## src/rtl/parity_pkg.sv

```systemverilog
// Shared types and helpers for the serial parity-check receiver.
package parity_pkg;

  localparam int unsigned StateW = 2;

  localparam logic [StateW-1:0] EncIdle = 2'd0;
  localparam logic [StateW-1:0] EncData = 2'd1;
  localparam logic [StateW-1:0] EncPar  = 2'd2;

  typedef enum logic [StateW-1:0] {
    StIdle = EncIdle,
    StData = EncData,
    StPar  = EncPar
  } state_e;

  // Bit counter must hold 0..width inclusive.
  function automatic int unsigned cnt_width(input int unsigned width);
    return $clog2(width + 1);
  endfunction

endpackage

```

## src/rtl/parity_check_rx_if.sv

```systemverilog
// Serial-in / word-out bundle of the parity-check receiver.
interface parity_check_rx_if #(
  parameter int unsigned WIDTH = 8,
  parameter int unsigned CNT_W = 8
);

  logic             sin;
  logic             svalid;
  logic             sstart;
  logic             clr_cnt;
  logic [WIDTH-1:0] dout;
  logic             dvalid;
  logic             perr;
  logic             frm_err;
  logic [CNT_W-1:0] errcnt;

  modport master (
    output sin, svalid, sstart, clr_cnt,
    input  dout, dvalid, perr, frm_err, errcnt
  );

  modport slave (
    input  sin, svalid, sstart, clr_cnt,
    output dout, dvalid, perr, frm_err, errcnt
  );

endinterface

```

## src/rtl/parity_sat_counter.sv

```systemverilog
// Saturating up-counter with synchronous clear that beats a coincident increment.
module parity_sat_counter #(
  parameter int unsigned CNT_W = 8
) (
  input  logic             clk,
  input  logic             rst,
  input  logic             inc,
  input  logic             clr,
  output logic [CNT_W-1:0] count
);

  logic [CNT_W-1:0] count_q, count_d;

  always_comb begin
    count_d = count_q;
    if (clr) begin
      count_d = '0;
    end else if (inc && (count_q != '1)) begin
      count_d = count_q + 1'b1;
    end
  end

  always_ff @(posedge clk) begin
    if (rst) begin
      count_q <= '0;
    end else begin
      count_q <= count_d;
    end
  end

  assign count = count_q;

endmodule

```

## src/rtl/parity_check_rx.sv

```systemverilog
// Serial parity-check receiver: deserialises WIDTH data bits LSB-first plus a parity bit,
// flags parity mismatches and aborted frames, and counts bad frames.
module parity_check_rx
  import parity_pkg::*;
#(
  parameter int unsigned WIDTH = 8,
  parameter bit          ODD   = 1'b0,
  parameter int unsigned CNT_W = 8
) (
  input logic              clk,
  input logic              rst,
  parity_check_rx_if.slave bus
);

  localparam int unsigned CntBits = cnt_width(WIDTH);

  state_e               state_q, state_d;
  logic [CntBits-1:0]   cnt_q, cnt_d;
  logic [WIDTH-1:0]     shift_q, shift_d;
  logic                 par_q, par_d;
  logic [WIDTH-1:0]     dout_q, dout_d;
  logic                 dvalid_q, dvalid_d;
  logic                 perr_q, perr_d;
  logic                 frm_q, frm_d;
  logic                 err_inc;
  logic [CNT_W-1:0]     errcnt;
  logic [WIDTH-1:0]     shift_in;

  // Right-shifting insertion lands the first of WIDTH bits at bit 0.
  assign shift_in = (shift_q >> 1) | (WIDTH'(bus.sin) << (WIDTH - 1));

  always_comb begin
    state_d  = state_q;
    cnt_d    = cnt_q;
    shift_d  = shift_q;
    par_d    = par_q;
    dout_d   = dout_q;
    dvalid_d = 1'b0;
    perr_d   = 1'b0;
    frm_d    = 1'b0;
    err_inc  = 1'b0;

    if (bus.svalid) begin
      if (bus.sstart) begin
        // A start in mid-frame aborts the partial word; SIN is bit 0 of the new one.
        frm_d   = (state_q != StIdle);
        shift_d = shift_in;
        par_d   = bus.sin;
        cnt_d   = CntBits'(1);
        state_d = (WIDTH == 1) ? StPar : StData;
      end else begin
        unique case (state_q)
          StIdle: ;
          StData: begin
            shift_d = shift_in;
            par_d   = par_q ^ bus.sin;
            cnt_d   = cnt_q + 1'b1;
            if (cnt_q == CntBits'(WIDTH - 1)) begin
              state_d = StPar;
            end
          end
          StPar: begin
            dvalid_d = 1'b1;
            perr_d   = ((par_q ^ bus.sin) != ODD);
            err_inc  = perr_d;
            dout_d   = shift_q;
            par_d    = 1'b0;
            cnt_d    = '0;
            state_d  = StIdle;
          end
          default: state_d = StIdle;
        endcase
      end
    end
  end

  always_ff @(posedge clk) begin
    if (rst) begin
      state_q  <= StIdle;
      cnt_q    <= '0;
      shift_q  <= '0;
      par_q    <= 1'b0;
      dout_q   <= '0;
      dvalid_q <= 1'b0;
      perr_q   <= 1'b0;
      frm_q    <= 1'b0;
    end else begin
      state_q  <= state_d;
      cnt_q    <= cnt_d;
      shift_q  <= shift_d;
      par_q    <= par_d;
      dout_q   <= dout_d;
      dvalid_q <= dvalid_d;
      perr_q   <= perr_d;
      frm_q    <= frm_d;
    end
  end

  parity_sat_counter #(
    .CNT_W(CNT_W)
  ) u_errcnt (
    .clk   (clk),
    .rst   (rst),
    .inc   (err_inc),
    .clr   (bus.clr_cnt),
    .count (errcnt)
  );

  assign bus.dout    = dout_q;
  assign bus.dvalid  = dvalid_q;
  assign bus.perr    = perr_q;
  assign bus.frm_err = frm_q;
  assign bus.errcnt  = errcnt;

endmodule
```

## src/flat_wrapper.sv

```systemverilog
// flat-port wrapper written by rule: the top's interface ports become plain ports
module parity_check_rx_flat import parity_pkg::*;
#(
  parameter int unsigned WIDTH = 8,
  parameter bit          ODD   = 1'b0,
  parameter int unsigned CNT_W = 8
)
  (clk, rst, bus_sin, bus_svalid, bus_sstart, bus_clr_cnt, bus_dout, bus_dvalid, bus_perr, bus_frm_err, bus_errcnt);
  parity_check_rx_if #(.WIDTH(WIDTH), .CNT_W(CNT_W)) bus_i ();
  input logic clk;
  input logic rst;
  input wire logic [$bits(bus_i.sin)-1:0] bus_sin;
  input wire logic [$bits(bus_i.svalid)-1:0] bus_svalid;
  input wire logic [$bits(bus_i.sstart)-1:0] bus_sstart;
  input wire logic [$bits(bus_i.clr_cnt)-1:0] bus_clr_cnt;
  output wire logic [$bits(bus_i.dout)-1:0] bus_dout;
  output wire logic [$bits(bus_i.dvalid)-1:0] bus_dvalid;
  output wire logic [$bits(bus_i.perr)-1:0] bus_perr;
  output wire logic [$bits(bus_i.frm_err)-1:0] bus_frm_err;
  output wire logic [$bits(bus_i.errcnt)-1:0] bus_errcnt;
  assign bus_i.sin = bus_sin;
  assign bus_i.svalid = bus_svalid;
  assign bus_i.sstart = bus_sstart;
  assign bus_i.clr_cnt = bus_clr_cnt;
  assign bus_dout = bus_i.dout;
  assign bus_dvalid = bus_i.dvalid;
  assign bus_perr = bus_i.perr;
  assign bus_frm_err = bus_i.frm_err;
  assign bus_errcnt = bus_i.errcnt;
  parity_check_rx #(.WIDTH(WIDTH), .ODD(ODD), .CNT_W(CNT_W)) u_core (.clk(clk), .rst(rst), .bus(bus_i));
endmodule
```

## config.mk

```make
export PLATFORM = sky130hd
export DESIGN_NAME = parity_check_rx_flat
export DESIGN_NICKNAME = d
export VERILOG_FILES = /design/src/rtl/parity_pkg.sv /design/src/rtl/parity_check_rx_if.sv /design/src/rtl/parity_sat_counter.sv /design/src/rtl/parity_check_rx.sv /design/src/flat_wrapper.sv
export SDC_FILE = /design/constraint.sdc
export NUM_CORES = 1
export LEC_CHECK = 0
export BUFFER_PORTS_ARGS = -buffer_cell sky130_fd_sc_hd__buf_2
export CORE_MARGIN = 5
export CORE_UTILIZATION = 45
export CTS_CLUSTER_DIAMETER = 40
export CTS_CLUSTER_SIZE = 20
export DETAILED_ROUTE_END_ITERATION = 10
export HOLD_SLACK_MARGIN = 0.02
export PLACE_DENSITY = 0.75
export RECOVER_POWER = 50
export SLEW_MARGIN = 20
export SYNTH_ARGS = -nofsm -noshare
export SYNTH_HDL_FRONTEND = slang
export SYNTH_SLANG_ARGS = --single-unit
```

## constraint.sdc

```tcl
create_clock -name clk -period 2.9 [get_ports clk]
set_input_delay 0.145 -clock clk [delete_from_list [all_inputs] [get_ports clk]]
set_output_delay 0.145 -clock clk [all_outputs]
set_load 0.005 [all_outputs]
```

==> impl_results.md, run 1 <==
* Max Freq at 485.1 MHz
* MaxCap Viol Count at 0
* Leakage power at 0.0006763 uW
* Cts repair resizes at 0
* Crit-path slowest cell: dfxtp_1
* Peak supply drop at 0.0002719 V
* Fillcell total at 298
* Register area share after synthesis at 46.58%
* Sequential Power Share at 60.3%
* # IOs at 25
* Vias per cell at 5.172
* Crit end category: register
* CP required at 3.17 ns
* Crit start category: register
* Worst Hold Depth at 3
* Bufs on Longest Clock Path at 2
* DP Wirelength at 2012 um
* FF-to-FF End: u_core.u_errcnt.count[7]
* CP Cell Sequence: and4bb_1 -> o211ai_4 -> or4_1 -> a21oi_1
* Reg2Reg Depth at 4
* Final Cycle Share at 71.08%
* Initial detailed-routing violation count at 53
* Hold_buf cts at 0
* Core box area at 3078 sq um
* Mapped Cells at 167
* CTS tree: yes
* Worst Hold Path EP: u_core.u_errcnt.count[5]
* Total number of vias at 1205
* FF-to-FF setup slack at 0.84 ns
* H-tree depth at 2
* Post-layout util at 53.54%
* CP Max Fanout at 12
* Largest net degree at the start of global routing at 26
* Fin. max-slew vios at 0
* Worst Hold Class: input pin to register
* Power per cell area at 482.3 nW/um^2
* Final setup viols at 0
* Post-synth EDFFs at 0
* Yosys warns at 0
* CTS clk-pin slew, worst paths at 0.10 ns
* Final net count at 196
* Minimum clock period at 2.061 ns
* Setup TNS at 0 ns
* Placed Area at 1598 sq um
* Netlist cell types at 36
* Critical path class: register to register
* RR Startpoint: u_core.state_q[1]
* Ys async rst share at 0%
* GPL Wtd Cong at 0.7915
* Worst setup path start: u_core.state_q[1]
* RSZ-0062 raised after global routing: false
* Worst-skew pair later-pin latency at 0.33 ns
* Initial antenna violation count at 0
* Initial core utilization at 47.48%
* Layout cell share with drive strength beyond 1 at 16.93%
* Post-route ant nets at 0
* Switching Share at 23.40%
* Root Driver: clkbuf_4
* Mapped Area at 1461 sq um
* Gr usage total at 13.82%
* Power share of the clock group at 33.7%
* DRC at 0
* Die height at 66.99 um
* DR WL/cell at 11.85 um
* Cell family with most CP delay: simple AND/OR/NAND/NOR gates
* Gate power share at 6.0%
* Internal at 608.8 uW
* Num CTS Buffers at 5
* Final hold vios at 0
* Worst slew pin tran at 0.5259 ns
* # diodes at 0
* PortBufs at 24
* Die X at 66.99 um
* Critical Path Max Stage Delay at 0.56 ns
* Synthesized net count at 175
* Drt total wl at 2761 um
* Die ar. at 4487 sq um
* Post-CTS setup buffers at 0
* Synth Flop Type: dfxtp_1
* Area grow syn2layout at 12.76%
* HP Start: bus_clr_cnt
* Status: finished clean
* Post-synthesis register bit count at 34
* CTS sink count at 34
* CP arrival at 2.33 ns
* Worst Clk Skew at 0.008770 ns
* Cell row count at 20
* First-pass GRT wire length at 4747 um
* Sw power at 186.0 uW
* Remaining Overflow, GRT at 0
* Number of iterations in the first detailed-routing pass at 4
* Relative slew slack at 64.94%
* Finished Cell Area at 1648 sq um
* Number of global-route vias before repair at 1148
* Post-Syn Area per Cell at 8.751 sq um
* CP Buf/Inv Count at 0
==> sequential cells by signal (all words and copies together), names as in the netlist <==
register	flops
u_core.cnt_q	4
u_core.shift_q	8
u_core.u_errcnt.count	8
u_core.par_q	1
u_core.bus.dvalid	1
u_core.bus.dout	8
u_core.bus.frm_err	1
u_core.bus.perr	1
u_core.state_q	2
==> worst reg2reg max path: cells and delay by family, from the launching register on <==
kind / cells / cell delay [ns]
simple gates: 2 / 1.09
compound gates: 2 / 0.37
flops: 1 / 0.56
==> worst max path at each step <==
stage / slack (ns) / depth (start not counted) / to
3_5_place_dp: 0.98 / 4 / u_core.u_errcnt.count[7]
4_1_cts: 0.98 / 4 / u_core.u_errcnt.count[7]
6_report: 0.84 / 4 / u_core.u_errcnt.count[7]
3_3_place_gp: 1.06 / 4 / u_core.u_errcnt.count[7]
5_1_grt: 0.70 / 4 / u_core.u_errcnt.count[7]
2_1_floorplan: 1.41 / 5 / u_core.u_errcnt.count[7]
==> synth_stat cells, types with 2 or more instances <==
library cell / n / area [sq um]
dfxtp_1: 34 / 680.7
nand2_1: 24 / 90.09
nor2_1: 19 / 71.32
a21oi_1: 18 / 90.09
mux2i_1: 10 / 100.1
clkbuf_1: 8 / 30.03
o21ai_0: 6 / 30.03
xor2_1: 5 / 43.79
inv_1: 3 / 11.26
nand3_1: 3 / 15.01
nand4_1: 3 / 18.77
or3_2: 3 / 22.52
and3_1: 2 / 12.51
ha_1: 2 / 25.02
nand3b_1: 2 / 15.01
o211ai_1: 2 / 15.01
o31ai_1: 2 / 15.01
or2_2: 2 / 12.51
or3_1: 2 / 12.51
==> cell type report <==
cell class	instances	area (sq um)	area share (%)
Clock buffer	7	55.05	3.341
Sequential cell	34	680.7	41.31
Clock inverter	1	5.005	0.3037
Inverter	3	11.26	0.6834
Multi-Input combinational cell	120	730.7	44.34
Tap cell	44	55.05	3.341
Timing Repair Buffer	24	110.1	6.682
==> routing by layer <==
layer  GRT usage [%]  part of all wire (%)
met5               0                     0
met4           5.063                   1.2
met3           5.902                   5.8
met2           22.77                    47
met1           15.79                    46
==> placed cells by master (no fill, tap or decap), types with 2 or more instances in the layout <==
master | synthesis | routed
a21oi_1 | 18 | 18
and3_1 | 2 | 2
buf_2 | 1 | 16
clkbuf_1 | 8 | 9
clkbuf_4 | 0 | 5
dfxtp_1 | 34 | 34
ha_1 | 2 | 2
inv_1 | 3 | 3
mux2i_1 | 10 | 10
nand2_1 | 24 | 24
nand3_1 | 3 | 3
nand3b_1 | 2 | 2
nand4_1 | 3 | 3
nor2_1 | 19 | 19
o211ai_1 | 2 | 2
o21ai_0 | 6 | 6
o31ai_1 | 2 | 2
or2_2 | 2 | 2
or3_1 | 2 | 2
or3_2 | 3 | 3
xor2_1 | 5 | 5
==> stage by stage <==
step           instances  power, uW  hold WS (ns)  setup slack, ns
6_report             233      794.7        0.1505           0.8385
5_1_grt              233      831.1        0.1398           0.7041
4_1_cts              233      806.5        0.1355           0.9789
3_5_place_dp         225      538.2        0.4457           0.9787
3_3_place_gp         225      535.4        0.4416            1.061
2_1_floorplan        167      526.2        0.2889            1.410
==> cell families after synthesis <==
kind of cell               count (synthesis)  synth area share [%]
and+or+nand+nor                           68                 22.77
AOI/OAI and AO/OA                         34                 14.56
DFF                                       34                 46.58
buffers and inverters                     13                 3.424
muxes                                     10                 6.850
xor gates and xnor gates                   6                 4.110
adders and majority gates                  2                 1.712
==> power groups by stage <==
stage                     Clock [uW]  Sequential, uW  Combinational [uW]
after floorplan                    0             487                39.4
after global placement             0             490                45.8
after detailed placement           0             490                48.3
after CTS                        279             479                48.3
after global routing             296             480                54.9
final                            268             479                47.8
No activity file was read; power rests on OpenSTA's default activity.
==> inputs of run 2 (changes only) <==
--- a/config.mk
+++ b/config.mk
@@ -12,7 +12,7 @@
 export CTS_CLUSTER_SIZE = 20
 export DETAILED_ROUTE_END_ITERATION = 10
 export HOLD_SLACK_MARGIN = 0.02
-export PLACE_DENSITY = 0.75
+export PLACE_DENSITY = 0.78
 export RECOVER_POWER = 50
 export SLEW_MARGIN = 20
 export SYNTH_ARGS = -nofsm -noshare
==> constraint.sdc (replaced) <==
create_clock -name clk -period 1.66 [get_ports clk]
set_input_delay 0.083 -clock clk [delete_from_list [all_inputs] [get_ports clk]]
set_output_delay 0.083 -clock clk [all_outputs]
set_load 0.005 [all_outputs]
==> run 2 against run 1 <==
Worst hold slack worse by 0.11 ns. Via count is 3.8% higher. Final area is 6.7% higher. Core utilization increased by 3.6 points. Critical endpoint unchanged. Largest power group unchanged. Highest routed layer unchanged.
==> impl_results.md, run 2 (synthesized netlist as in run 1, its figures left out) <==
* Final hold vios at 0 (unchanged)
* Peak supply drop at 0.0006330 V (+130%)
* DR WL/cell at 11.37 um (-4.0%)
* FF-to-FF setup slack at 0.11 ns (-0.73 ns)
* Bufs on Longest Clock Path at 2 (unchanged)
* Core box area at 3078 sq um (unchanged)
* Crit start category: register
* Remaining Overflow, GRT at 0 (unchanged)
* Vias per cell at 5.169 (about the same)
* Power per cell area at 965.5 nW/um^2 (+100%)
* Drt total wl at 2752 um (-0.33%)
* Max Freq at 645.5 MHz (+33%)
* Cell row count at 20 (unchanged)
* Fin. max-slew vios at 0 (unchanged)
* Number of global-route vias before repair at 1070 (-6.8%)
* Initial core utilization at 47.48% (unchanged)
* Setup TNS at 0 ns (unchanged)
* Number of iterations in the first detailed-routing pass at 4 (unchanged)
* CP Max Fanout at 8 (-4)
* # diodes at 0 (unchanged)
* Status: finished clean
* GPL Wtd Cong at 0.8264 (+4.4%)
* Total number of vias at 1251 (+3.8%)
* Die ar. at 4487 sq um (unchanged)
* Worst-skew pair later-pin latency at 0.34 ns (about the same)
* DP Wirelength at 1965 um (-2.4%)
* Reg2Reg Depth at 5 (+1)
* Leakage power at 0.0007236 uW (+7.0%)
* Non-filler cells in the finished layout at 242 (+3.9%)
* Worst Hold Path EP: u_core.bus.dout[3]
* Tot Pwr at 1697 uW (+110%)
* Critical path class: register to register
* Die X at 66.99 um (unchanged)
* MaxCap Viol Count at 0 (unchanged)
* Final Cycle Share at 93.33% (+22 points)
* Commonest cells after routing, fill and taps aside: 34 x dfxtp_1, 24 x nand2_1, 19 x nor2_1, 17 x a21oi_1, 13 x buf_2
* CTS tree: yes
* H-tree depth at 2 (unchanged)
* Worst Hold Class: input pin to register
* FF-to-FF End: u_core.u_errcnt.count[7]
* First-pass GRT wire length at 4581 um (-3.5%)
* PortBufs at 24 (unchanged)
* Initial antenna violation count at 0 (unchanged)
* Die height at 66.99 um (unchanged)
* Num CTS Buffers at 5 (unchanged)
* Leading cell type in the layout, fill and taps excluded: dfxtp_1
* Largest net degree at the start of global routing at 16 (-38%)
* Final net count at 205 (+4.6%)
* Gr usage total at 13.72% (-0.10 points)
* Final setup viols at 0 (unchanged)
* Worst setup path start: u_core.u_errcnt.count[0]
* RR Startpoint: u_core.u_errcnt.count[0]
* RSZ-0062 raised after global routing: false
* Initial detailed-routing violation count at 53 (unchanged)
* Minimum clock period at 1.549 ns (-0.5122 ns)
* DRC at 0 (unchanged)
* CP required at 1.95 ns (-1.22 ns)
* Area grow syn2layout at 20.29%
* Layout cell share with drive strength beyond 1 at 19.70% (+2.8 points)
* Worst slew pin tran at 0.4232 ns (-0.1026 ns)
* Worst Hold Depth at 2 (-1)
* Relative slew slack at 71.78% (+6.8 points)
* CP arrival at 1.84 ns (-0.49 ns)
* HP Start: rst
* Placed Instances at 233 (+3.6%)
* Root Driver: clkbuf_4
* # IOs at 25 (unchanged)
* Crit end category: register
* Post-route ant nets at 0 (unchanged)
* CTS sink count at 34 (unchanged)
* CTS clk-pin slew, worst paths at 0.11 ns (about the same)
* Worst Clk Skew at 0.009315 ns (+0.0005455 ns)
## run 2: what timing repair did
item,4_1_cts,5_1_grt
setup endpoints to repair,0,1
gates resized for setup,0,1
buffers inserted,0,1
hold buffers,0,0
## run 2: critical path: stages, from the launching register on
cell and delay [ns]:
dfxtp_1 0.36, ha_1 0.24, nand3_1 0.13, o211ai_4 0.11
or4_1 0.53, a21oi_2 0.14
## run 2: worst max-delay path by stage
stage	end	slack, ns	depth (start not counted)
2_1_floorplan	u_core.u_errcnt.count[7]	0.17	5
3_3_place_gp	u_core.u_errcnt.count[7]	0.17	5
3_5_place_dp	u_core.u_errcnt.count[7]	0.13	5
4_1_cts	u_core.u_errcnt.count[7]	0.12	5
5_1_grt	u_core.u_errcnt.count[7]	0.03	4
6_report	u_core.u_errcnt.count[7]	0.11	5
## run 2: layout make-up
cell class	instances	area, sq um
clock inverters	3	68.82
flip-flops and latches	34	680.7
multi-input cells	120	734.5
clock buffers	5	37.54
fillers	309	1320
repair buffers	33	170.2
well taps	44	55.05
inverters	3	11.26
## run 2: stage by stage
step           cell area (sq um)  util, %  worst slack (ns)  hold WS, ns
2_1_floorplan               1461        -            0.1696       0.2269
3_3_place_gp                1658    53.86            0.1747       0.4030
3_5_place_dp                1658    53.86            0.1273       0.4051
4_1_cts                     1764    57.32            0.1212      0.02619
5_1_grt                     1758    57.11           0.02771      0.02915
6_report                    1758    57.11            0.1108      0.04124
## run 2: metal layers
layer	GRT usage [%]	wire [um]	vias to the layer above
met3	4.047	146	7
met2	21.53	1223	32
met5	0	0	-
met4	7.595	51	0
li1	-	-	637
met1	16.63	1330	575
## run 2: where the power goes
group          internal (uW)  total [uW]  switching [uW]
Combinational           44.0         101            57.4
Clock                    471         762             291
Sequential               825         834            8.87
==> inputs of run 3 (changes only) <==
--- a/config.mk
+++ b/config.mk
@@ -5,14 +5,17 @@
 export SDC_FILE = /design/constraint.sdc
 export NUM_CORES = 1
 export LEC_CHECK = 0
+export ABC_AREA = 1
 export BUFFER_PORTS_ARGS = -buffer_cell sky130_fd_sc_hd__buf_2
+export CAP_MARGIN = 0
 export CORE_MARGIN = 5
 export CORE_UTILIZATION = 45
+export CTS_BUF_LIST = sky130_fd_sc_hd__clkbuf_8
 export CTS_CLUSTER_DIAMETER = 40
 export CTS_CLUSTER_SIZE = 20
 export DETAILED_ROUTE_END_ITERATION = 10
 export HOLD_SLACK_MARGIN = 0.02
-export PLACE_DENSITY = 0.78
+export PLACE_DENSITY = 0.77
 export RECOVER_POWER = 50
 export SLEW_MARGIN = 20
 export SYNTH_ARGS = -nofsm -noshare
==> run 3 against run 2 <==
Via count up 15%. Maximum frequency up 6.3%. Register-to-register slack better by 0.09 ns. Clock-buffer cell count up 1. Wire length up 24%. Flip-flop and latch count unchanged. Area after synthesis up 6.4%. Global-route usage up 3.2 points. Non-clock buffer count down 8. Sequential power up 5.0%. Clock skew down 0.0023 ns. First-iteration DRC count up 51%. Highest routed layer unchanged.
==> impl_results.md, run 3 <==
* Die height at 68.79 um (+2.7%)
* Fin. max-slew vios at 0 (unchanged)
* Power share of the clock group at 42.5% (-2.4 points)
* Post-layout util at 54.48% (-2.6 points)
* Min Hold Slack at 0.04673 ns (+0.005492 ns)
* Largest net degree at the start of global routing at 22 (+6)
* Sw power at 409.2 uW (+15%)
* Crit start category: register
* FF-to-FF setup slack at 0.20 ns (+0.09 ns)
* # IOs at 25 (unchanged)
* CP Max Fanout at 10 (+2)
* Met1 WL at 1461 um (+9.8%)
* Relative slew slack at 66.36% (-5.4 points)
* Peak supply drop at 0.0005902 V (-6.8%)
* DP Wirelength at 2392 um (+22%)
* Most common cell in the netlist: nor2_1
* Initial core utilization at 46.61% (-0.87 points)
* Status: finished clean
* Area grow syn2layout at 16.89%
* RSZ-0062 raised after global routing: false
* Netlist cell types at 22 (-39%)
* Post-synth top cells: 52 x nor2_1, 51 x nand2_1, 34 x dfxtp_1, 25 x o21ai_0, 19 x inv_1
* Gate power share at 8.7% (+2.7 points)
* Top post-synthesis cells by area: dfxtp_1 44%, nor2_1 13%, nand2_1 12%
* Cts repair resizes at 0 (unchanged)
* Post-route ant nets at 0 (unchanged)
* Tot Pwr at 1792 uW (+5.6%)
* GPL Wtd Cong at 0.9060 (+9.6%)
* Crit end category: register
* Drt total wl at 3409 um (+24%)
* Cell row count at 21 (+5.0%)
* Root Driver: clkbuf_8
* Synthesized net count at 233 (+33%)
* CTS sink count at 34 (unchanged)
* DR WL met2 at 1686 um (+38%)
* Hold_buf cts at 0 (unchanged)
* Critical path class: register to register
* Vias per cell at 4.774 (-7.6%)
* Post-synthesis register bit count at 34 (unchanged)
* Minimum clock period at 1.457 ns (-0.09207 ns)
* Power per cell area at 985.6 nW/um^2 (+2.1%)
* Leakage power at 0.0007610 uW (+5.2%)
* CTS tree: yes
* Yosys warns at 0 (unchanged)
* Max Freq at 686.3 MHz (+6.3%)
* Mapped Cells at 225 (+35%)
* # diodes at 0 (unchanged)
* Top sig layer: met4
* Cell family with most CP delay: simple AND/OR/NAND/NOR gates
* Initial detailed-routing violation count at 80 (+51%)
* CP arrival at 1.64 ns (-0.20 ns)
* Die X at 68.79 um (+2.7%)
* Worst Hold Class: input pin to register
* Setup TNS at 0 ns (unchanged)
* Yosys top cell area share at 43.77% (-2.8 points)
* CTS clk-pin slew, worst paths at 0.07 ns (-0.04 ns)
* Final setup viols at 0 (unchanged)
* Critical Path Max Stage Delay at 0.42 ns (-0.11 ns)
* CP Buf/Inv Count at 1 (+1)
* CP required at 1.85 ns (-0.10 ns)
* Worst Clk Skew at 0.007005 ns (-0.002310 ns)
* Area leader, netlist: dfxtp_1
* Crit-path slowest cell: dfxtp_1
* Number of global-route vias before repair at 1356 (+27%)
* Mapped Area at 1555 sq um (+6.4%)
* PortBufs at 24 (unchanged)
* DR WL/cell at 11.33 um (-0.41%)
* H-tree depth at 2 (unchanged)
* Synth Flop Type: dfxtp_1
* Final hold vios at 0 (unchanged)
* Gr usage total at 16.96% (+3.2 points)
* Num CTS Buffers at 5 (unchanged)
* Remaining Overflow, GRT at 0 (unchanged)
* Post-Syn Area per Cell at 6.912 sq um (-21%)
* MaxCap Viol Count at 0 (unchanged)
* CP Cell Sequence: inv_2 -> nor2_2 -> nand2_1 -> nor2_4 -> nand2_2 -> o21ai_1 -> nor2_1
* Register area share after synthesis at 43.77% (-2.8 points)
* Worst slew pin tran at 0.5041 ns (+0.08087 ns)
* DRC at 0 (unchanged)
* Ys async rst share at 0% (unchanged)
* Sequential Power Share at 48.9% (-0.2 points)
* Metal3 WL at 207 um (+42%)
* Internal at 1383 uW (+3.2%)
* Total number of vias at 1437 (+15%)
* Final net count at 263 (+28%)
* Die ar. at 4732 sq um (+5.5%)
* Switching Share at 22.84% (+1.8 points)
* Post-synth EDFFs at 0 (unchanged)
* Worst-skew pair later-pin latency at 0.28 ns (-0.06 ns)
* Core box area at 3337 sq um (+8.4%)
* Final Cycle Share at 87.78% (-5.5 points)
* Commonest cells after routing, fill and taps aside: 52 x nand2_1, 52 x nor2_1, 34 x dfxtp_1, 25 x o21ai_0, 19 x inv_1
* Bufs on Longest Clock Path at 2 (unchanged)
* First-pass GRT wire length at 5844 um (+28%)
* Post-CTS setup buffers at 0 (unchanged)
* Initial antenna violation count at 0 (unchanged)
* Layout cell share with drive strength beyond 1 at 11.37% (-8.3 points)
* Number of iterations in the first detailed-routing pass at 4 (unchanged)
[run 3: cells by family (layout without fill, tap and decap cells)]
kind of cell	count (synthesis)	after routing	share of synthesized area [%]
AO/OA/AOI/OAI	37	37	12.15
XOR/XNOR	1	1	0.5633
adder cells (fa/ha/maj)	2	2	1.609
buffers and inverters	24	54	5.793
flip-flops	34	34	43.76
AND/OR/NAND/NOR	127	127	36.12
[run 3: layout make-up]
cell class,instances,area [sq um]
Tap cell,46,57.56
Clock buffer,6,82.58
Inverter,22,82.58
Sequential cell,34,680.7
Fill cell,348,1519
Timing Repair Buffer,25,102.6
Clock inverter,1,30.03
Multi-Input combinational cell,167,782.0
[run 3: metrics by stage]
step           instance area (sq um)  worst slack [ns]  std cells
2_1_floorplan                   1555            0.3771        225
3_3_place_gp                    1733            0.3292        294
3_5_place_dp                    1733            0.2534        294
4_1_cts                         1846            0.2199        301
5_1_grt                         1818           0.04767        301
6_report                        1818            0.2028        301
[run 3: worst paths after layout]
| kind | start | to | depth (start not counted) |
|---|---|---|---|
| setup / recovery | u_core.state_q[1] | u_core.u_errcnt.count[1] | 7 |
| hold reg to reg | u_core.cnt_q[2] | u_core.cnt_q[2] | 2 |
| setup reg to reg | u_core.state_q[1] | u_core.u_errcnt.count[1] | 7 |
| hold / removal | rst | u_core.bus.perr | 2 |
[run 3: power by group through the flow]
stage,logic [uW],clock network [uW],registers (uW)
finish,155,761,876
global route,182,822,880
detailed placement,156,0,892
floorplan,116,0,889
CTS,159,789,875
global placement,153,0,891
[run 3: routing by layer]
metal | vias up | track usage (%)
li1 | 768 | -
met1 | 629 | 19.27
met2 | 32 | 28.01
met3 | 8 | 5.186
met4 | 0 | 9.732
met5 | - | 0
